===== src/rtl/mips_mem_arbiter.sv =====
// mips_mem_arbiter: shares one single-port memory between instruction fetch (IF),
// data access (DM) and a debug/loader port (DBG).
//
// Arbitration is fixed priority (DM > IF > DBG) with starvation aging for IF and DBG.
// A halted core hands the port to DBG. Grants are combinational. Read data returns one
// cycle after the grant, and the read owner is tracked so that only one rvalid fires.
//
// Build option: define MEM_ARB_DBG_EN to arbitrate the debug port. When it is not
// defined, the dbg_* inputs and halted are ignored, and dbg_gnt and dbg_rvalid read 0.
//
// Ports:
//   clk1, rst                               clock, async active-high reset
//   halted                                  core HALTED flag (DBG promotion)
//   if_req/if_addr -> if_gnt/if_rvalid/if_rdata
//   dm_req/dm_we/dm_addr/dm_wdata -> dm_gnt/dm_rvalid/dm_rdata
//   dbg_req/dbg_we/dbg_addr/dbg_wdata -> dbg_gnt/dbg_rvalid/dbg_rdata
//   mem_en/mem_we/mem_addr/mem_wdata        memory command (winner's request)
//   mem_rdata                               memory read data, one cycle after a read
module mips_mem_arbiter #(
    parameter int unsigned ADDR_W     = 10,
    parameter int unsigned DATA_W     = 32,
    parameter int unsigned STARVE_MAX = 4
) (
    input  logic              clk1,
    input  logic              rst,
    input  logic              halted,
    input  logic              if_req,
    input  logic [ADDR_W-1:0] if_addr,
    output logic              if_gnt,
    output logic              if_rvalid,
    output logic [DATA_W-1:0] if_rdata,
    input  logic              dm_req,
    input  logic              dm_we,
    input  logic [ADDR_W-1:0] dm_addr,
    input  logic [DATA_W-1:0] dm_wdata,
    output logic              dm_gnt,
    output logic              dm_rvalid,
    output logic [DATA_W-1:0] dm_rdata,
    input  logic              dbg_req,
    input  logic              dbg_we,
    input  logic [ADDR_W-1:0] dbg_addr,
    input  logic [DATA_W-1:0] dbg_wdata,
    output logic              dbg_gnt,
    output logic              dbg_rvalid,
    output logic [DATA_W-1:0] dbg_rdata,
    output logic              mem_en,
    output logic              mem_we,
    output logic [ADDR_W-1:0] mem_addr,
    output logic [DATA_W-1:0] mem_wdata,
    input  logic [DATA_W-1:0] mem_rdata
);

    localparam int unsigned CNT_W = 4;
    localparam logic [CNT_W-1:0] CNT_MAX = CNT_W'(STARVE_MAX);

    typedef enum logic [1:0] {
        OWN_IF  = 2'd0,
        OWN_DM  = 2'd1,
        OWN_DBG = 2'd2
    } owner_e;

    logic [CNT_W-1:0] if_wait_q, if_wait_d;
    logic             pend_q, pend_d;
    owner_e           owner_q, owner_d;
`ifdef MEM_ARB_DBG_EN
    logic [CNT_W-1:0] dbg_wait_q, dbg_wait_d;
`else
    // Debug inputs are intentionally ignored in this build.
    logic unused_dbg;
    assign unused_dbg = ^{halted, dbg_req, dbg_we, dbg_addr, dbg_wdata};
`endif

    // Winner selection: promotions first, then base priority DM > IF > DBG.
    always_comb begin
        if_gnt  = 1'b0;
        dm_gnt  = 1'b0;
        dbg_gnt = 1'b0;
        if (!rst) begin
`ifdef MEM_ARB_DBG_EN
            if (halted && dbg_req)                       dbg_gnt = 1'b1;
            else if (if_req && (if_wait_q == CNT_MAX))   if_gnt  = 1'b1;
            else if (dbg_req && (dbg_wait_q == CNT_MAX)) dbg_gnt = 1'b1;
            else if (dm_req)                             dm_gnt  = 1'b1;
            else if (if_req)                             if_gnt  = 1'b1;
            else if (dbg_req)                            dbg_gnt = 1'b1;
`else
            if (if_req && (if_wait_q == CNT_MAX)) if_gnt = 1'b1;
            else if (dm_req)                      dm_gnt = 1'b1;
            else if (if_req)                      if_gnt = 1'b1;
`endif
        end
    end

    // Memory command mux driven from the one-hot grant.
    always_comb begin
        mem_en    = if_gnt | dm_gnt | dbg_gnt;
        mem_we    = 1'b0;
        mem_addr  = '0;
        mem_wdata = '0;
        if (dm_gnt) begin
            mem_we    = dm_we;
            mem_addr  = dm_addr;
            mem_wdata = dm_wdata;
        end else if (if_gnt) begin
            mem_addr  = if_addr;
        end else if (dbg_gnt) begin
            mem_we    = dbg_we;
            mem_addr  = dbg_addr;
            mem_wdata = dbg_wdata;
        end
    end

    // Next state: saturating wait counters and read-owner tracking.
    always_comb begin
        if_wait_d = '0;
        if (if_req && !if_gnt)
            if_wait_d = (if_wait_q >= CNT_MAX) ? CNT_MAX : if_wait_q + CNT_W'(1);
`ifdef MEM_ARB_DBG_EN
        dbg_wait_d = '0;
        if (dbg_req && !dbg_gnt)
            dbg_wait_d = (dbg_wait_q >= CNT_MAX) ? CNT_MAX : dbg_wait_q + CNT_W'(1);
`endif
        pend_d  = mem_en && !mem_we;
        owner_d = owner_q;
        if (dm_gnt)       owner_d = OWN_DM;
        else if (if_gnt)  owner_d = OWN_IF;
        else if (dbg_gnt) owner_d = OWN_DBG;
    end

    // State registers; reset also drops any read still in flight.
    always_ff @(posedge clk1 or posedge rst) begin
        if (rst) begin
            if_wait_q  <= '0;
            pend_q     <= 1'b0;
            owner_q    <= OWN_IF;
`ifdef MEM_ARB_DBG_EN
            dbg_wait_q <= '0;
`endif
        end else begin
            if_wait_q  <= if_wait_d;
            pend_q     <= pend_d;
            owner_q    <= owner_d;
`ifdef MEM_ARB_DBG_EN
            dbg_wait_q <= dbg_wait_d;
`endif
        end
    end

    assign if_rvalid = pend_q && (owner_q == OWN_IF);
    assign dm_rvalid = pend_q && (owner_q == OWN_DM);
`ifdef MEM_ARB_DBG_EN
    assign dbg_rvalid = pend_q && (owner_q == OWN_DBG);
`else
    assign dbg_rvalid = 1'b0;
`endif

    // Read data is shared; each rvalid qualifies it for its owner.
    assign if_rdata  = mem_rdata;
    assign dm_rdata  = mem_rdata;
    assign dbg_rdata = mem_rdata;

endmodule


===== config.mk =====
export PLATFORM = sky130hd
export DESIGN_NAME = mips_mem_arbiter
export DESIGN_NICKNAME = d
export VERILOG_FILES = /design/src/rtl/mips_mem_arbiter.sv
export SDC_FILE = /design/constraint.sdc
export NUM_CORES = 1
export LEC_CHECK = 0
export CAP_MARGIN = 20
export CORE_AREA = 2 2 110 112
export DETAILED_ROUTE_END_ITERATION = 8
export DIE_AREA = 0 0 112 114
export GPL_ROUTABILITY_DRIVEN = 0
export PLACE_DENSITY = 0.53
export SLEW_MARGIN = 20
export SYNTH_ARGS = -nofsm -noshare
export SYNTH_HDL_FRONTEND = slang
export SYNTH_SLANG_ARGS = --single-unit

===== constraint.sdc =====
create_clock -name clk1 -period 4.1 [get_ports clk1]
set_clock_uncertainty 0.1 [all_clocks]
set_input_delay 0.82 -clock clk1 [delete_from_list [all_inputs] [get_ports clk1]]
set_output_delay 0.82 -clock clk1 [all_outputs]
set_load 0.02 [all_outputs]

# Word-level counts from Yosys, hierarchy flattened

Cells that the tools add are included.

Bitwise operators: 1
Add/sub/neg operators: 1
Reductions and logical operators: 9
Equality and inequality tests: 2
Multiplexer cells: 15
Order comparisons: 1

Operators with widths:

| cell                                                                                | number |
|---|---|
| 32-bit two-way mux                                                                  | 1 |
| 10-bit two-way mux                                                                  | 2 |
| 1-bit two-way mux                                                                   | 8 |
| 4-bit two-way mux                                                                   | 2 |
| 1-bit logical AND                                                                   | 5 |
| 4-bit by 1-bit adder with 4-bit output, second input constant                       | 1 |
| 4-bit by 3-bit equality test with 1-bit output, second input constant               | 1 |
| 4-bit by 3-bit greater-or-equal comparator with 1-bit output, second input constant | 1 |
| 2-bit two-way mux                                                                   | 2 |
| 2-bit by 1-bit equality test with 1-bit output, second input constant               | 1 |
| 1-bit zero test                                                                     | 2 |
| 2-bit zero test                                                                     | 1 |
| 2-bit nonzero test                                                                  | 1 |
| 1-bit bitwise OR                                                                    | 1 |

Flip-flop bits (word level): 7
Output and inout bits: 146
Input port bits: 134
Word-level logic and storage cells: 32

# Longest topological paths before layout

Gate-level depths: netlist (run 1).

Depth in word-level cells: 7
Mapped depth: 6

# Worst setup path after synthesis (run 1)

OpenSTA, ideal clock, no wires.

Kind: input to output
Start: in rst
End: out mem_wdata[22]
Stages on the path: 4
Buffers on the path: 1
Path slack: 1.518 ns
Required time: 3.180 ns
Data arrival time: 1.662 ns
Cells stage by stage: nand2b_1 > a21oi_4 > buf_6 > and2_1

Cells in the longest elaborated chain, start to end: 2

Ends and longest elaborated chain:

| item               | RTL line | text |
|---|---|---|
| start, declared    | 25       | `input logic rst,` |
| 1-bit two-way mux  | 78       | `if (!rst) begin` |
| named net dm_gnt   | 36       | `output logic dm_gnt,` |
| 32-bit two-way mux | 100      | `if (dm_gnt) begin` |
| end, declared      | 49       | `output logic [DATA_W-1:0] mem_wdata,` |

The timed path passes the listed nets, and every way through them passes these cells.

# Final worst setup path (run 1)

Start: in rst
End: out mem_addr[5]

Cells in the longest elaborated chain, start to end: 3
Elaborated cells between the ends (all ways): 4

Ends and longest elaborated chain:

| item                   | RTL line | text |
|---|---|---|
| 1-bit two-way mux      | 78       |  |
| 10-bit two-way mux     | 104      | `end else if (if_gnt) begin` |
| 10-bit two-way mux (*) | 100      |  |
| end, declared          | 48       | `output logic [ADDR_W-1:0] mem_addr,` |

Every way passes the cells marked *; elsewhere a longest branch is shown, timed or not.

==> results of run 1 <==
## flip-flops by register name, indices dropped and copies added (netlist names)
name and flops:
pend_q 1, owner_q 1, if_wait_q 4
## cells in the mapped netlist, drive strengths merged
master  instances
inv             5
o21bai          1
o31ai           1
o21ai           1
o211a           1
nor2b           1
conb            1
nor4            1
a21oi           2
nand2b          1
and2           34
or2             1
dfrtp           6
nor2            1
and3b           1
buf           103
nor4b           1
ha              2
a22o           10
## cell families (layout without fill, tap and decap cells)
family | count (synthesis) | in the layout | synth area share (%)
AOI/OAI and AO/OA | 16 | 16 | 10.5
adders and majority gates | 2 | 2 | 1.79
buffers and inverters | 108 | 114 | 58.1
DFF | 6 | 6 | 10.8
other | 1 | 3 | 0.269
and+or+nand+nor | 41 | 41 | 18.6
## critical path: stages
cell	delay, ps
clkdlybuf4s50_1	430
nand2b_1	230
a21oi_4	150
buf_4	230
a22o_1	200
clkdlybuf4s50_1	600
## layout make-up
cell class	instances	area, um^2	area share, %
clock buffer	3	75.1	3.90
inverter	5	18.8	0.974
multi-input combinational	62	443	23.0
sequential	6	150	7.79
tap	147	184	9.55
timing repair buffer	106	1060	54.8
## layer usage
metal	GRT usage [%]	part of all wire, %
met1	4.41	32
met5	0	0
met3	1.86	13
met4	1.95	1.1
met2	8.57	53
## worst max path at each step
stage          start            end  cells past startpoint
2_1_floorplan    rst  mem_wdata[22]                      4
3_3_place_gp     rst    mem_addr[5]                      6
3_5_place_dp     rst    mem_addr[5]                      6
4_1_cts          rst    mem_addr[5]                      6
5_1_grt          rst  mem_wdata[27]                      6
6_report         rst    mem_addr[5]                      6
## metrics by stage
| step | worst slack, ps | area [um^2] |
|---|---|---|
| CTS | 469 | 1930 |
| global placement | 489 | 1850 |
| finish | 520 | 1930 |
| floorplan | 1520 | 1400 |
| detailed placement | 472 | 1850 |
| global route | 385 | 1930 |
## power groups by stage
stage / logic, mW / registers [mW] / clock network (mW)
after floorplan: 0.207 / 0.0664 / 0
after global placement: 0.169 / 0.0671 / 0
after detailed placement: 0.170 / 0.0671 / 0
after CTS: 0.170 / 0.0666 / 0.158
after global routing: 0.180 / 0.0674 / 0.163
final: 0.168 / 0.0666 / 0.157
==> flow_metrics.env, run 1 <==
export IMPL_status="complete, no violations"
export IMPL_area_delta_synth_final_pct=38.0
export IMPL_finalSetupViolations=0
export IMPL_cts_resized=0
export IMPL_final_util_pct=16.5
export IMPL_synth_seq_area_share_pct=10.8
export IMPL_grt_first_pass_wirelength_um=4880
export IMPL_reg2reg_depth=5
export IMPL_path_class="in2out"
export IMPL_reg2reg_slack_ps=2570
export IMPL_synth_seq_cells=6
export IMPL_final_common_cell="clkdlybuf4s50_1"
export IMPL_antenna_cells=0
export IMPL_pwr_share_clk_pct=40.1
export IMPL_start_util_pct=11.9
export IMPL_ys_types=21
export IMPL_routed_via_count=964
export IMPL_cts_htree_levels=1
export IMPL_p_sw_share_pct=25.7
export IMPL_synthCells=174
export IMPL_drt_wirelength_per_cell_um=9.38
export IMPL_fmaxAchievable_mhz=279
export IMPL_synth_area_top_cells="buf_4 53%, and2_1 15%, dfrtp_1 11%"
export IMPL_pwr_share_comb_pct=42.9
export IMPL_drc=0
export IMPL_cts_tree="built"
export IMPL_clkTransAtPathRegs_ps=30
export IMPL_fp_dieW_um=112
export IMPL_boundaryPins=280
export IMPL_min_path_type="reg2reg"
export IMPL_cts_sinks=6
export IMPL_fin_cells=329
export IMPL_power_switching_uw=101
export IMPL_post_drt_via_cell_ratio=2.93
export IMPL_ctsHoldBuffers=0
export IMPL_clock_path_buffers=2
export IMPL_powerDensity_mw_per_mm2=203
export IMPL_min_period_over_period_pct=87.3
export IMPL_r2r_start="if_wait_q[0]$_DFF_PP0_"
export IMPL_hold_violations=0
export IMPL_post_cts_buffers=0
export IMPL_placementRows=40
export IMPL_whs_ps=365
export IMPL_numPortBuffers=104
export IMPL_sequentialPowerShare_pct=17.0
export IMPL_insertion_delay_ps=230
export IMPL_p_leak_nw=0.727
export IMPL_grt_max_degree=26
export IMPL_hpwlAfterDp_um=2610
export IMPL_r2r_end="pend_q$_DFF_PP0_"
export IMPL_finalCriticalPeriod_ps=3580
export IMPL_intPower_uw=290
export IMPL_tns_ps=0
export IMPL_core_area_mm2=0.0117
export IMPL_wirelength_um=3090
export IMPL_synth_warnings=0
export IMPL_die_y_um=114
export IMPL_design_die_area_mm2=0.0128
export IMPL_drv_cap=0
export IMPL_min_delay_path_depth=1
export IMPL_syn_area_mm2=0.00140
export IMPL_dp_cells=326
export IMPL_grt_overflow_total=0
export IMPL_grt_total_usage_pct=4.56
export IMPL_first_global_vias=1017
export IMPL_min_from="if_wait_q[0]$_DFF_PP0_"
export IMPL_ant_nets=0
export IMPL_drtIter0Drc=2
export IMPL_path_max_fanout=20
export IMPL_fin_nets=320
export IMPL_required_ps=3180
export IMPL_critPathLaunchType="input port"
export IMPL_p_total_uw=391
export IMPL_worstPathArrival_ps=2660
export IMPL_synth_top_area_cell="buf_4"
export IMPL_rsz0062_at_grt="no"
export IMPL_synth_top_area_share_pct=52.7
export IMPL_endpoint_kind="primary output"
export IMPL_drive_gt1_share_pct=4.95
export IMPL_root_buffer="clkbuf_16"
export IMPL_irDropWorstVdd_mv=0.0957
export IMPL_syn_area_per_cell_um2=8.02
export IMPL_hold_path_end="if_wait_q[0]$_DFF_PP0_"
export IMPL_antenna_found_initial=0
export IMPL_drv_slew=0
export IMPL_mostFrequentLayoutCells="104 x clkdlybuf4s50_1, 34 x and2_1, 10 x a22o_1"
export IMPL_fillers=1309
export IMPL_dr_pass1_iters=2
export IMPL_numCtsBuffers=3
Note: power is estimated with default switching activity, not from simulation.
==> inputs of run 2 (changes only) <==
Settings changed: RECOVER_POWER from default to 25, TNS_END_PERCENT from default to 20.
==> run 2 against run 1 <==
  * Non-clock buffer count unchanged
  * Fmax is 3.5% lower
  * First-iteration DRC count did not move
  * Flip-flop and latch count stayed put
  * Largest cell class unchanged
  * Die area unchanged
  * Sequential share of layout area stayed put
==> flow_metrics.env, run 2 (synthesized netlist as in run 1, its figures left out) <==
export IMPL_path_class="in2out"
export IMPL_hold_violations=0
export IMPL_cts_sinks=6
export IMPL_intPower_uw=290
export IMPL_largest_registers="if_wait_q: 4 flops, owner_q: 1 flops, pend_q: 1 flops"
export IMPL_grt_first_pass_wirelength_um=4880
export IMPL_grt_overflow_total=0
export IMPL_drv_slew=0
export IMPL_powerDensity_mw_per_mm2=203
export IMPL_fin_cells=329
export IMPL_first_global_vias=1017
export IMPL_clock_path_buffers=2
export IMPL_insertion_delay_ps=230
export IMPL_fp_dieW_um=112
export IMPL_dp_cells=326
export IMPL_tns_ps=0
export IMPL_grt_total_usage_pct=4.56
export IMPL_final_common_cell="clkdlybuf4s50_1"
export IMPL_drc=0
export IMPL_startpoint="rst"
export IMPL_p_leak_nw=0.727
export IMPL_drv_cap=0
export IMPL_antenna_cells=0
export IMPL_fmaxAchievable_mhz=270
export IMPL_design_die_area_mm2=0.0128
export IMPL_min_from="if_wait_q[0]$_DFF_PP0_"
export IMPL_grt_max_degree=26
export IMPL_largest_register_ffs=4
export IMPL_post_cts_buffers=0
export IMPL_start_util_pct=11.9
export IMPL_placementRows=40
export IMPL_cts_htree_levels=1
export IMPL_irDropWorstVdd_mv=0.0957
export IMPL_routed_via_count=964
export IMPL_boundaryPins=280
export IMPL_p_sw_share_pct=25.8
export IMPL_drtIter0Drc=2
export IMPL_area_delta_synth_final_pct=38.0
export IMPL_finalSetupViolations=0
export IMPL_core_area_mm2=0.0117
export IMPL_numPortBuffers=104
export IMPL_cts_tree="built"
export IMPL_cts_resized=0
export IMPL_drt_wirelength_per_cell_um=9.38
export IMPL_clkTransAtPathRegs_ps=30
export IMPL_pwr_share_clk_pct=40.1
export IMPL_die_y_um=114
export IMPL_required_ps=3180
export IMPL_cp_cell_sequence="dlygate4sd3_1 > nand2b_1 > a21oi_4 > buf_4 > a22o_1 > clkdlybuf4s50_1"
export IMPL_dr_pass1_iters=2
export IMPL_ant_nets=0
export IMPL_power_switching_uw=101
export IMPL_path_max_fanout=20
export IMPL_antenna_found_initial=0
export IMPL_min_period_over_period_pct=90.5
export IMPL_drive_gt1_share_pct=4.95
export IMPL_finalCriticalPeriod_ps=3710
export IMPL_mostFrequentLayoutCells="103 x clkdlybuf4s50_1, 34 x and2_1, 10 x a22o_1"
export IMPL_endpoint_kind="primary output"
export IMPL_root_buffer="clkbuf_16"
export IMPL_r2r_start="if_wait_q[0]$_DFF_PP0_"
export IMPL_sequentialPowerShare_pct=17.0
export IMPL_fin_nets=320
export IMPL_wirelength_um=3090
export IMPL_critPathLaunchType="input port"
export IMPL_post_drt_via_cell_ratio=2.93
export IMPL_worstPathArrival_ps=2790
export IMPL_final_util_pct=16.5
export IMPL_numCtsBuffers=3
export IMPL_top_register="if_wait_q"
export IMPL_status="complete, no violations"
export IMPL_hpwlAfterDp_um=2610
export IMPL_ctsHoldBuffers=0
export IMPL_cpMaxStageDelayCell="clkdlybuf4s50_1"
export IMPL_rsz0062_at_grt="no"
export IMPL_p_total_uw=391
export IMPL_min_path_type="reg2reg"
export IMPL_slowest_delay_ps=600
export IMPL_pwr_share_comb_pct=42.8
-- run 2: changes by cell type in the layout (fill, tap and decap cells not counted), sizes merged --
cell	delta
clkdlybuf4s50	-1
dlygate4sd3	+1
-- run 2: metrics by stage --
step	hold WS (ps)	cell area (um^2)	worst slack, ps
2_1_floorplan	341	1400	1520
3_3_place_gp	362	1850	489
3_5_place_dp	365	1850	472
4_1_cts	370	1930	469
5_1_grt	427	1930	262
6_report	365	1930	391
-- run 2: worst paths after layout --
path / endpoint / slack [ps] / cells past startpoint
max in group asynchronous: if_wait_q[1]$_DFF_PP0_ / 2770 / 2
min in group asynchronous: if_wait_q[3]$_DFF_PP0_ / 910 / 2
min reg2reg: if_wait_q[0]$_DFF_PP0_ / 370 / 1
max: mem_addr[5] / 390 / 6
min: if_wait_q[0]$_DFF_PP0_ / 370 / 1
max reg2reg: pend_q$_DFF_PP0_ / 2570 / 5
-- run 2: worst max-delay path, delay by kind of cell --
| kind | cells | cell delay, ps |
|---|---|---|
| simple gates | 1 | 220 |
| compound gates | 2 | 350 |
| buf+inv | 3 | 1390 |
-- run 2: power by group through the flow --
stage / clock, mW / combinational, mW / sequential, mW
2_1_floorplan: 0 / 0.207 / 0.0664
3_3_place_gp: 0 / 0.169 / 0.0671
3_5_place_dp: 0 / 0.170 / 0.0671
4_1_cts: 0.158 / 0.170 / 0.0666
5_1_grt: 0.163 / 0.180 / 0.0674
6_report: 0.157 / 0.167 / 0.0666
-- run 2: final cells by class --
class	instances	area [um^2]
Inverter	5	18.8
Clock buffer	3	75.1
Fill cell	1309	9780
Sequential cell	6	150
Multi-Input combinational cell	62	443
Timing Repair Buffer	106	1060
Tap cell	147	184
-- run 2: layer usage --
layer	vias to the layer above	track usage, %	wire, um
met5	-	0	0
met4	0	1.95	34
met3	10	1.86	415
met2	70	8.57	1640
met1	421	4.41	995
li1	463	-	-
